File: src/rtl/alu_issue_ctrl.sv
// Issue controller for the alu block: 8-entry register file, one instruction in flight.
// Defining ALU_ISSUE_PERF_EN adds saturating PERF_OPS/PERF_ERR completion counters.
module alu_issue_ctrl #(
    parameter int WIDTH   = 8,
    parameter int ALU_LAT = 2
) (
    input  logic             CLK,
    input  logic             RST_N,
    input  logic             IN_VALID,
    output logic             IN_READY,
    input  logic [12:0]      INSTR,
    input  logic             LD_EN,
    input  logic [2:0]       LD_ADDR,
    input  logic [WIDTH-1:0] LD_DATA,
    input  logic [2:0]       RD_ADDR,
    output logic [WIDTH-1:0] RD_DATA,
    output logic             ALU_EN,
    output logic             ALU_OE,
    output logic [3:0]       ALU_OPCODE,
    output logic [WIDTH-1:0] ALU_A,
    output logic [WIDTH-1:0] ALU_B,
    input  logic [WIDTH-1:0] ALU_RES,
    input  logic             ALU_CF,
    input  logic             ALU_OF,
    input  logic             ALU_SF,
    input  logic             ALU_ZF,
    output logic             DONE,
    output logic             ERR,
    output logic [3:0]       FLAGS,
    output logic             BUSY
`ifdef ALU_ISSUE_PERF_EN
    ,
    output logic [15:0]      PERF_OPS,
    output logic [15:0]      PERF_ERR
`endif
);

    typedef enum logic [1:0] {
        S_IDLE,
        S_ISSUE,
        S_WAIT,
        S_WB
    } state_t;

    localparam int CNT_W = (ALU_LAT < 2) ? 1 : $clog2(ALU_LAT + 1);

    state_t           state;
    logic [CNT_W-1:0] wait_cnt;
    logic [2:0]       dst;
    logic [WIDTH-1:0] rf [8];

    logic [3:0] in_op;
    logic [2:0] in_dst;
    logic [2:0] in_srca;
    logic [2:0] in_srcb;
    logic       in_legal;

    assign in_op    = INSTR[12:9];
    assign in_dst   = INSTR[8:6];
    assign in_srca  = INSTR[5:3];
    assign in_srcb  = INSTR[2:0];
    assign in_legal = (in_op >= 4'd2) && (in_op <= 4'd7);

    // A pending register-file load blocks acceptance for that cycle.
    assign IN_READY = (state == S_IDLE) && !LD_EN;
    assign BUSY     = (state != S_IDLE);
    assign RD_DATA  = rf[RD_ADDR];

    always_ff @(posedge CLK or negedge RST_N) begin
        if (!RST_N) begin
            state      <= S_IDLE;
            wait_cnt   <= '0;
            dst        <= '0;
            ALU_EN     <= 1'b0;
            ALU_OE     <= 1'b0;
            ALU_OPCODE <= '0;
            ALU_A      <= '0;
            ALU_B      <= '0;
            DONE       <= 1'b0;
            ERR        <= 1'b0;
            FLAGS      <= '0;
            // NOTE: the register file is cleared on reset because software relies on every
            // entry reading zero afterwards; that makes it flops rather than an inferred RAM.
            for (int i = 0; i < 8; i++) begin
                rf[i] <= '0;
            end
        end else begin
            // NOTE: non-blocking assignments throughout, so the operand capture at accept
            // reads the register file as it stood before this edge.
            unique case (state)
                S_IDLE: begin
                    if (LD_EN) begin
                        rf[LD_ADDR] <= LD_DATA;
                    end else if (IN_VALID) begin
                        ALU_OPCODE <= in_op;
                        dst        <= in_dst;
                        ALU_A      <= rf[in_srca];
                        ALU_B      <= rf[in_srcb];
                        if (in_legal) begin
                            state  <= S_ISSUE;
                            ALU_EN <= 1'b1;
                            ALU_OE <= 1'b1;
                        end else begin
                            state <= S_WB;
                            DONE  <= 1'b1;
                            ERR   <= 1'b1;
                        end
                    end
                end
                S_ISSUE: begin
                    ALU_EN   <= 1'b0;
                    wait_cnt <= CNT_W'(ALU_LAT);
                    state    <= S_WAIT;
                end
                S_WAIT: begin
                    wait_cnt <= wait_cnt - 1'b1;
                    if (wait_cnt == CNT_W'(1)) begin
                        state <= S_WB;
                        DONE  <= 1'b1;
                    end
                end
                S_WB: begin
                    // ERR is still high here only for an illegal opcode.
                    if (!ERR) begin
                        rf[dst] <= ALU_RES;
                        FLAGS   <= {ALU_CF, ALU_OF, ALU_SF, ALU_ZF};
                    end
                    DONE   <= 1'b0;
                    ERR    <= 1'b0;
                    ALU_OE <= 1'b0;
                    state  <= S_IDLE;
                end
                default: state <= S_IDLE;
            endcase
        end
    end

`ifdef ALU_ISSUE_PERF_EN
    always_ff @(posedge CLK or negedge RST_N) begin
        if (!RST_N) begin
            PERF_OPS <= '0;
            PERF_ERR <= '0;
        end else if (state == S_WB) begin
            if (!ERR && (PERF_OPS != 16'hFFFF)) begin
                PERF_OPS <= PERF_OPS + 16'd1;
            end
            if (ERR && (PERF_ERR != 16'hFFFF)) begin
                PERF_ERR <= PERF_ERR + 16'd1;
            end
        end
    end
`endif

endmodule

File: config.mk
export PLATFORM = sky130hd
export DESIGN_NAME = alu_issue_ctrl
export DESIGN_NICKNAME = d
export VERILOG_FILES = /design/src/rtl/alu_issue_ctrl.sv
export SDC_FILE = /design/constraint.sdc
export NUM_CORES = 1
export LEC_CHECK = 0
export CAP_MARGIN = 20
export CORE_ASPECT_RATIO = 1.5
export CORE_MARGIN = 1.5
export CORE_UTILIZATION = 50
export DETAILED_ROUTE_END_ITERATION = 7
export PLACE_DENSITY = 0.74
export REMOVE_ABC_BUFFERS = 1
export SKIP_LAST_GASP = 1
export SLEW_MARGIN = 20
export SYNTH_ARGS = -nofsm -noshare
export SYNTH_HDL_FRONTEND = slang
export SYNTH_SLANG_ARGS = --single-unit
export TNS_END_PERCENT = 30
File: constraint.sdc
create_clock -name CLK -period 2.8 [get_ports CLK]
set_input_delay 0.28 -clock CLK [delete_from_list [all_inputs] [get_ports CLK]]
set_output_delay 0.28 -clock CLK [all_outputs]
set_load 0.1 [all_outputs]
==> results of run 1 <==
## worst max-delay path by stage
stage               start  cells after the start       endpoint  slack (ns)
2_1_floorplan    state[0]                      6  ALU_OPCODE[0]        0.01
3_3_place_gp   LD_ADDR[1]                      5         rf[45]        0.42
3_5_place_dp   LD_ADDR[1]                      5         rf[45]        0.33
4_1_cts          state[0]                      6         rf[16]        0.44
5_1_grt          state[1]                      6         rf[22]        0.30
6_report         state[0]                      6         rf[16]        0.42
## cell families (layout without fill, tap and decap cells)
family          count (synthesis)  after routing  share of synthesized area, %
buf+inv                        49            137                         4.210
compound gates                120            120                         12.34
flops                          99             99                         40.27
fa+ha+maj                       6              6                         1.220
mux                           131            131                         33.21
simple gates                   95             95                         8.745
## layout make-up
type	count	area [µm²]	area share [%]
inverter	8	30.03	0.4005
timing repair buffer	114	1086	14.49
tap	153	191.4	2.553
sequential	99	2477	33.04
clock inverter	4	51.30	0.6842
clock buffer	11	242.7	3.238
multi-input combinational	352	3418	45.59
## power by group
| group | switching, mW | total, mW | leakage, nW | internal (mW) |
|---|---|---|---|---|
| clock | 0.531 | 1.24 | 0.142 | 0.713 |
| sequential | 0.489 | 2.42 | 1.32 | 1.94 |
| combinational | 2.93 | 4.55 | 1.74 | 1.63 |
## cell usage after synthesis, types with 3 or more instances
cell / instances
dfrtp_1: 99
mux4_2: 48
nand2_1: 46
mux2_2: 45
o22ai_1: 41
o21ai_0: 32
mux2i_1: 20
buf_2: 18
nand2b_1: 11
buf_4: 10
nor4_1: 9
a22oi_1: 8
a31oi_1: 8
a32oi_1: 8
inv_1: 8
mux2_1: 8
mux2_4: 8
o2bb2ai_1: 8
a21oi_1: 7
clkbuf_1: 6
ha_1: 6
buf_1: 5
nor2_1: 5
or3b_1: 4
o21ai_1: 3
## sequential cells by signal (all words and copies together) (netlist names)
name        flops
ALU_EN          1
ERR             1
ALU_B           8
rf             64
state           2
wait_cnt        2
DONE            1
FLAGS           4
dst             3
ALU_OPCODE      4
ALU_OE          1
ALU_A           8
## worst max-delay path: stages (launching register included)
cell	delay, ns
dfrtp_1	0.40
inv_1	0.10
ha_1	0.39
a21oi_1	0.27
and2_1	0.36
o21ai_1	0.46
o2bb2ai_1	0.27
## layout by cell type, fill, tap and decap left out, drive strengths merged
master	n
dfrtp	99
buf	72
mux2	61
mux4	48
nand2	48
o22ai	41
clkdlybuf4s50	41
o21ai	35
mux2i	22
nand2b	11
clkbuf	11
nor4	9
inv	8
a31oi	8
a32oi	8
a22oi	8
o2bb2ai	8
a21oi	7
nor2	6
ha	6
or3b	4
nand3b	4
o211ai	2
and2	2
nor4bb	2
nand3	2
nor4b	2
clkinv	2
nor3	1
o21ba	1
and3	1
a211oi	1
nor2b	1
nor3b	1
and4b	1
o32a	1
bufinv	1
clkinvlp	1
dlygate4sd3	1
## routing by layer
metal	vias up	global-route usage [%]	part of all wire (%)
met5	-	0	0
met4	0	11.78	2.5
met3	35	4.879	7.0
met2	248	48.32	53
met1	2496	35.76	37
li1	2132	-	-
## metrics by stage
step,util (%),std cells,hold WS [ns]
floorplan,-,459,-0.01559
global placement,59.86,725,0.3178
detailed placement,59.86,725,0.3279
CTS,62.39,741,0.4869
global route,62.39,741,0.4961
finish,62.39,741,0.4750
## what timing repair did
action | in CTS | in global routing
endpoints found under the hold margin | 43 | 0
buffers inserted | 0 | 0
hold buffers | 1 | 0
==> reports/results.tsv, run 1 <==
metric	value	unit
routedWlPerCell	23.74	µm
cap_violations	0	
clkSlewWorstSetupHoldPaths	0.07	ns
rsz0062_at_grt	no	
cts_max_path_buffers	2	
finalInstanceArea	0.007497	mm²
drive_gt1_share	33.84	%
status	complete, no violations	
fin_ws	0.4164	ns
ant_nets	0	
peakVddDrop	854.6	µV
dieArea	0.01299	mm²
num_vias	4911	
placed_area	0.007193	mm²
place_ws	0.3341	ns
drtIter0Drc	362	
core	0.01202	mm²
synth_edf_count	0	
first_pass_iters	5	
r2r_slack	0.42	ns
rows	49	
grt_antenna_before_repair	0	
grt_max_degree	57	
ys_warn_count	0	
slew_headroom	26.15	%
grt_overflow	0	
async_flop_share	100.0	%
synth.top_cell.area_share	40.27	%
gp_congestion	0.9002	
clock-root-buffer	clkbuf_16	
yosysSeqAreaShare	40.27	%
cp-start-kind	register	
cts_tree	done	
cp-end-kind	register	
numCtsBuffers	9	
port_buffers	80	
fin_crit	2.384	ns
p_leak	3.197	nW
r2r-start	state[0]	
synthFlopType	dfrtp_1	
drv_slew	0	
insertion_delay	0.34	ns
areaGrowthSynthToFinish	21.86	%
power.density	1097	mW/mm²
setup_violations	0	
fp.dieH	138.9	µm
required	3.02	ns
drc	0	
start_util	51.20	%
vias_per_cell	6.628	
hpwlAfterDp	12450	µm
num_io_pins	81	
grt_pass1_wl	27810	µm
fillers	993	
finalClockSkew	0.006721	ns
fin_nets	633	
grt_pass1_vias	5128	
r2r-end	rf[16]	
avgSynthCellArea	12.30	µm²
arrival	2.61	ns
fmax	419.5	MHz
setup-tns-final	0	ns
diodes	0	
cts_resized	0	
reg2reg_depth	6	
synth_top_cell_by_area	dfrtp_1	
worst_slew_pin_slew	1.100	ns
worstPathMaxFanout	8	
synth_cells	500	
synth_area	0.006152	mm²
period_share	85.13	%
ys_ff_latch	99	
post_synth_num_cell_types	45	
cts.htree.levels	3	
synth_area_leaders	dfrtp_1, mux4_2, mux2_2	
totalWireLength	17590	µm
criticalPathCategory	reg -> reg	
grt_use_total	28.52	%
min_path_type	in -> async	
finalHoldViolCount	0	
fp.dieW	93.57	µm
cts.sink_count	99	
power.total	8.223	mW
(Power assumes the default switching activity.)
==> run 2: changes to the inputs <==
Settings changed: CORE_UTILIZATION 50 to 56, PLACE_DENSITY 0.74 to 0.82.
==> run 2 against run 1 <==
Cell count is 1.8% lower. Clock skew hardly changed. Total power hardly changed. Largest power group unchanged. Largest cell class unchanged.
==> reports/results.tsv, run 2 (synthesis gave the netlist of run 1 again) <==
metric	value	unit	change
rsz0062_at_grt	no		
slew_headroom	44.47	%	+18 points
p_leak	3.174	nW	-0.69%
fp.dieH	131.4	µm	-5.4%
cp_cell_sequence	ha_2 -> a21oi_1 -> and2_1 -> nand2_1 -> mux2_2		
ant_nets	0		unchanged
cap_violations	0		unchanged
dieArea	0.01164	mm²	-10%
grt_use_total	31.84	%	+3.3 points
grt_pass1_wl	27230	µm	-2.1%
slowest_delay	0.51	ns	+0.05 ns
drc	0		unchanged
largest_reg_flops	64		unchanged
hpwlAfterDp	12250	µm	-1.6%
cts.sink_count	99		unchanged
min_path_type	in -> async		
cts.htree.levels	3		unchanged
cts_resized	0		unchanged
clkSlewWorstSetupHoldPaths	0.07	ns	about the same
cts_max_path_buffers	2		unchanged
final_cell_mix	dfrtp_1, buf_4, mux4_2, nand2_1, mux2_2		
fin_nets	629		-0.63%
drtIter0Drc	382		+5.5%
start_util	57.78	%	+6.6 points
vias_per_cell	6.874		+3.7%
power.density	1103	mW/mm²	+0.54%
required	3.03	ns	about the same
num_vias	5004		+1.9%
critPathSlowestCell	ha_2		
grt_max_degree	62		+8.8%
fp.dieW	88.58	µm	-5.3%
num_io_pins	81		unchanged
clock-root-buffer	clkbuf_16		
layout_commonest_cell	dfrtp_1		
reg2reg_depth	5		-1
numCtsBuffers	9		unchanged
cp.depth	5		-1
gp_congestion	0.9313		+3.5%
r2r_slack	0.47	ns	+0.06 ns
port_buffers	80		unchanged
critical_path_buf_inv_count	0		-1
grt_pass1_vias	5151		+0.45%
diodes	0		unchanged
core	0.01065	mm²	-11%
routedWlPerCell	24.20	µm	+1.9%
power.total	8.225	mW	about the same
peakVddDrop	1175	µV	+38%
fin_crit	2.326	ns	-0.05794 ns
finalClockSkew	0.006775	ns	+0.00005404 ns
largestRegisters	rf x64, ALU_A x8, ALU_B x8		
grt_overflow	0		unchanged
status	complete, no violations		
rows	46		-6.1%
cp-start-kind	register		
setup-tns-final	0	ns	unchanged
cp-end-kind	register		
period_share	83.06	%	-2.1 points
totalWireLength	17620	µm	+0.15%
areaGrowthSynthToFinish	21.23	%	
setup_violations	0		unchanged
insertion_delay	0.35	ns	about the same
criticalPathCategory	reg -> reg		
regMostFlops	rf		
finalHoldViolCount	0		unchanged
fmax	430.0	MHz	+2.5%
drv_slew	0		unchanged
first_pass_iters	5		unchanged
grt_antenna_before_repair	0		unchanged
worstPathMaxFanout	22		+14
drive_gt1_share	33.39	%	-0.45 points
critPathTopFamily	simple AND/OR/NAND/NOR gates		
cts_tree	done		
worst_slew_pin_slew	0.8274	ns	-0.2729 ns
arrival	2.56	ns	-0.05 ns
[run 2: changes by cell type in the layout (fill, tap and decap cells not counted)]
cell,previous run,this run
clkinv_4,1,0
clkinv_2,1,2
clkbuf_8,1,0
buf_4,62,57
buf_12,10,11
clkinvlp_4,1,2
[run 2: repair_timing]
item | CTS | global route
hold buffers | 1 | 0
endpoints found under the hold margin | 38 | 0
setup buffers | 0 | 0
endpoints found under the setup margin | 0 | 0
[run 2: power breakdown]
group | switching [mW] | internal (mW)
Clock | 0.550 | 0.685
Sequential | 0.499 | 1.94
Combinational | 2.92 | 1.64
Total | 3.96 | 4.26
[run 2: path summary, 6_finish.rpt]
kind	start	to
worst max register to register	state[0]	rf[36]
worst max-delay path	state[0]	rf[36]
worst min-delay path	RST_N	ALU_A[2]
worst min register to register	ALU_A[4]	ALU_A[4]
max in group asynchronous	RST_N	rf[24]
min in group CLK	ALU_A[4]	ALU_A[4]
[run 2: worst reg2reg max path, cell delays in order (launching register included)]
cell	delay, ns
dfrtp_1	0.41
ha_2	0.51
a21oi_1	0.21
and2_1	0.24
nand2_1	0.43
mux2_2	0.41
[run 2: layer usage]
metal / part of all wire [%] / global-route usage, % / up-vias / wire length, µm
li1: - / - / 2119 / -
met1: 36 / 38.95 / 2513 / 6276
met2: 51 / 51.27 / 318 / 9068
met3: 8.6 / 7.789 / 54 / 1523
met4: 4.3 / 16.75 / 0 / 749
met5: 0 / 0 / - / 0
[run 2: stage by stage]
stage | cell area (µm²) | setup slack, ns | cells | utilization, % | hold slack (ns)
finish | 7458 | 0.4744 | 728 | 70.05 | 0.4614
global route | 7458 | 0.3369 | 728 | 70.05 | 0.5033
CTS | 7458 | 0.4823 | 728 | 70.05 | 0.4781
detailed placement | 7164 | 0.3634 | 712 | 67.29 | 0.2953
global placement | 7164 | 0.4594 | 712 | 67.29 | 0.2888
floorplan | 5923 | 0.01342 | 459 | - | -0.01559
[run 2: area by class of cell]
type	instances	area, µm²
Fill cell	764	3189
Clock buffer	10	229.0
Multi-Input combinational cell	352	3418
Inverter	8	30.03
Tap cell	144	180.2
Sequential cell	99	2477
Clock inverter	5	55.05
Timing Repair Buffer	110	1069
==> run 3: changes to the inputs <==
Settings changed: CORE_UTILIZATION 56 to 51, PLACE_DENSITY 0.82 to 0.79.
Clock period 2.8 ns to 1.92 ns, I/O delays scaled along.
==> run 3 against run 2 <==
Critical endpoint is now RD_DATA[4]. Register-to-register slack worse by 0.41 ns. Utilization down 3.4 points. Die area grew 9.5%. Total power up 52%. Non-clock buffer count up 38. Largest cell class unchanged. Combinational power is 57% higher. Worst setup slack lost 0.50 ns. Flip-flop and latch count unchanged. First-iteration DRC count rose by 43%. The flow now finishes with violations (negative setup slack). Clock power increased by 45%. Cell count increased by 6.5%.
==> reports/results.tsv, run 3 (synthesis gave the netlist of run 1 again) <==
metric	value	unit	change
rsz0062_at_grt	yes		
layout_commonest_cell	dfrtp_1		
reg2reg_depth	7		+2
totalWireLength	18780	µm	+6.6%
routedWlPerCell	24.23	µm	+0.14%
drive_gt1_share	38.75	%	+5.4 points
num_io_pins	81		unchanged
grt_pass1_wl	28950	µm	+6.3%
gp_congestion	0.9825		+5.5%
r2r-end	rf[48]		
first_pass_iters	8		+3
fin_nets	667		+6.0%
required	1.73	ns	-1.30 ns
grt_max_degree	43		-31%
cp-start-kind	register		
numCtsBuffers	9		unchanged
hpwlAfterDp	12790	µm	+4.4%
grt_antenna_before_repair	0		unchanged
place_ws	-0.1913	ns	-0.5547 ns
period_share	101.5	%	
vias_per_cell	6.799		-1.1%
slew_headroom	76.56	%	+32 points
min_path_type	in -> async		
regMostFlops	rf		
fmax	513.0	MHz	
power.density	1580	mW/mm²	+43%
power.total	12.53	mW	+52%
grt_use_total	30.78	%	-1.1 points
finalClockSkew	0.008588	ns	+0.001813 ns
core	0.01189	mm²	+12%
cts_max_path_buffers	2		unchanged
peakVddDrop	2229	µV	+90%
drtIter0Drc	547		+43%
drv_slew	0		unchanged
cp-end-kind	output port		
cts.htree.levels	3		unchanged
violations	negative setup slack		
status	finished with violations		
cts.sink_count	99		unchanged
final_cell_mix	dfrtp_1, buf_4, mux4_2, nand2_1, mux2_2		
rows	49		+6.5%
start_util	51.73	%	-6.1 points
port_buffers	80		unchanged
insertion_delay	0.35	ns	about the same
clkSlewWorstSetupHoldPaths	0.07	ns	about the same
fp.dieH	137.5	µm	+4.7%
cap_violations	0		unchanged
finalInstanceArea	0.007929	mm²	+6.3%
grt_pass1_vias	5235		+1.6%
clock-root-buffer	clkbuf_16		
critPathSlowestCell	mux4_2		
drc	0		unchanged
r2r-start	state[0]		
grt_overflow	0		unchanged
worst_slew_pin_slew	0.3469	ns	-0.4806 ns
fp.dieW	92.68	µm	+4.6%
fin_ws	-0.02932	ns	-0.5037 ns
num_vias	5269		+5.3%
placed_area	0.007523	mm²	+5.0%
arrival	1.76	ns	-0.80 ns
p_leak	3.398	nW	+7.1%
largest_reg_flops	64		unchanged
diodes	0		unchanged
worstPathMaxFanout	4		-82%
criticalPathCategory	reg -> out		
r2r_slack	0.06	ns	-0.41 ns
finalHoldViolCount	0		unchanged
cts_tree	done		
cp_cell_sequence	mux4_2 -> mux2_2 -> buf_12		
dieArea	0.01274	mm²	+9.5%
setup_violations	4		+4
slowest_delay	0.49	ns	-0.02 ns
ant_nets	0		unchanged
fin_crit	1.949	ns	
areaGrowthSynthToFinish	28.88	%	
largestRegisters	rf x64, ALU_A x8, ALU_B x8		
[run 3: worst max path at each step]
stage	slack (ns)	start	endpoint
CTS	-0.007	rf[4]	RD_DATA[4]
finish	-0.03	rf[4]	RD_DATA[4]
global placement	-0.16	RD_ADDR[0]	RD_DATA[3]
detailed placement	-0.19	RD_ADDR[0]	RD_DATA[5]
floorplan	-0.87	state[0]	ALU_OPCODE[0]
global route	-0.04	rf[41]	RD_DATA[1]
[run 3: repair_timing]
item / in CTS / in global routing
gates resized for setup: 4 / 9
cloned: 1 / 0
pin swaps: 0 / 1
setup endpoints to repair: 12 / 57
hold buffers: 1 / 0
endpoints found under the hold margin: 51 / 0
setup buffers: 4 / 0
[run 3: metal layers]
layer / vias up / track usage, % / part of all wire, %
li1: 2192 / - / -
met1: 2613 / 36.55 / 34
met2: 381 / 51.92 / 51
met3: 83 / 6.678 / 9.5
met4: 0 / 17.00 / 5.6
met5: - / 0 / 0
[run 3: per-stage QoR]
stage	std cells	hold WS, ns	utilization [%]	TNS, ns
finish	775	0.2190	66.66	-0.06898
global route	775	0.2613	66.66	-0.2291
CTS	775	0.2285	66.23	-0.01687
detailed placement	754	0.05019	63.25	-4.459
global placement	754	0.04769	63.25	-2.396
floorplan	459	-0.1036	-	-62.06
[run 3: layout make-up]
class	instances	area (µm²)
clock buffer	11	232.7
clock inverter	4	52.55
fill	899	3965
inverter	8	30.03
multi-input combinational	352	3468
sequential	99	2479
tap	153	191.4
timing repair buffer	148	1475
[run 3: worst max-delay path, delay by kind of cell, from the launching register on]
kind	cells	cell delay (ns)
buf+inv	1	0.17
flops	1	0.44
mux	2	0.79
[run 3: power by group]
part / total, mW / internal [mW] / leakage [nW] / switching [mW]
logic: 7.14 / 2.74 / 1.95 / 4.40
registers: 3.58 / 2.82 / 1.32 / 0.754
clock network: 1.80 / 1.00 / 0.128 / 0.800
total: 12.5 / 6.57 / 3.40 / 5.95
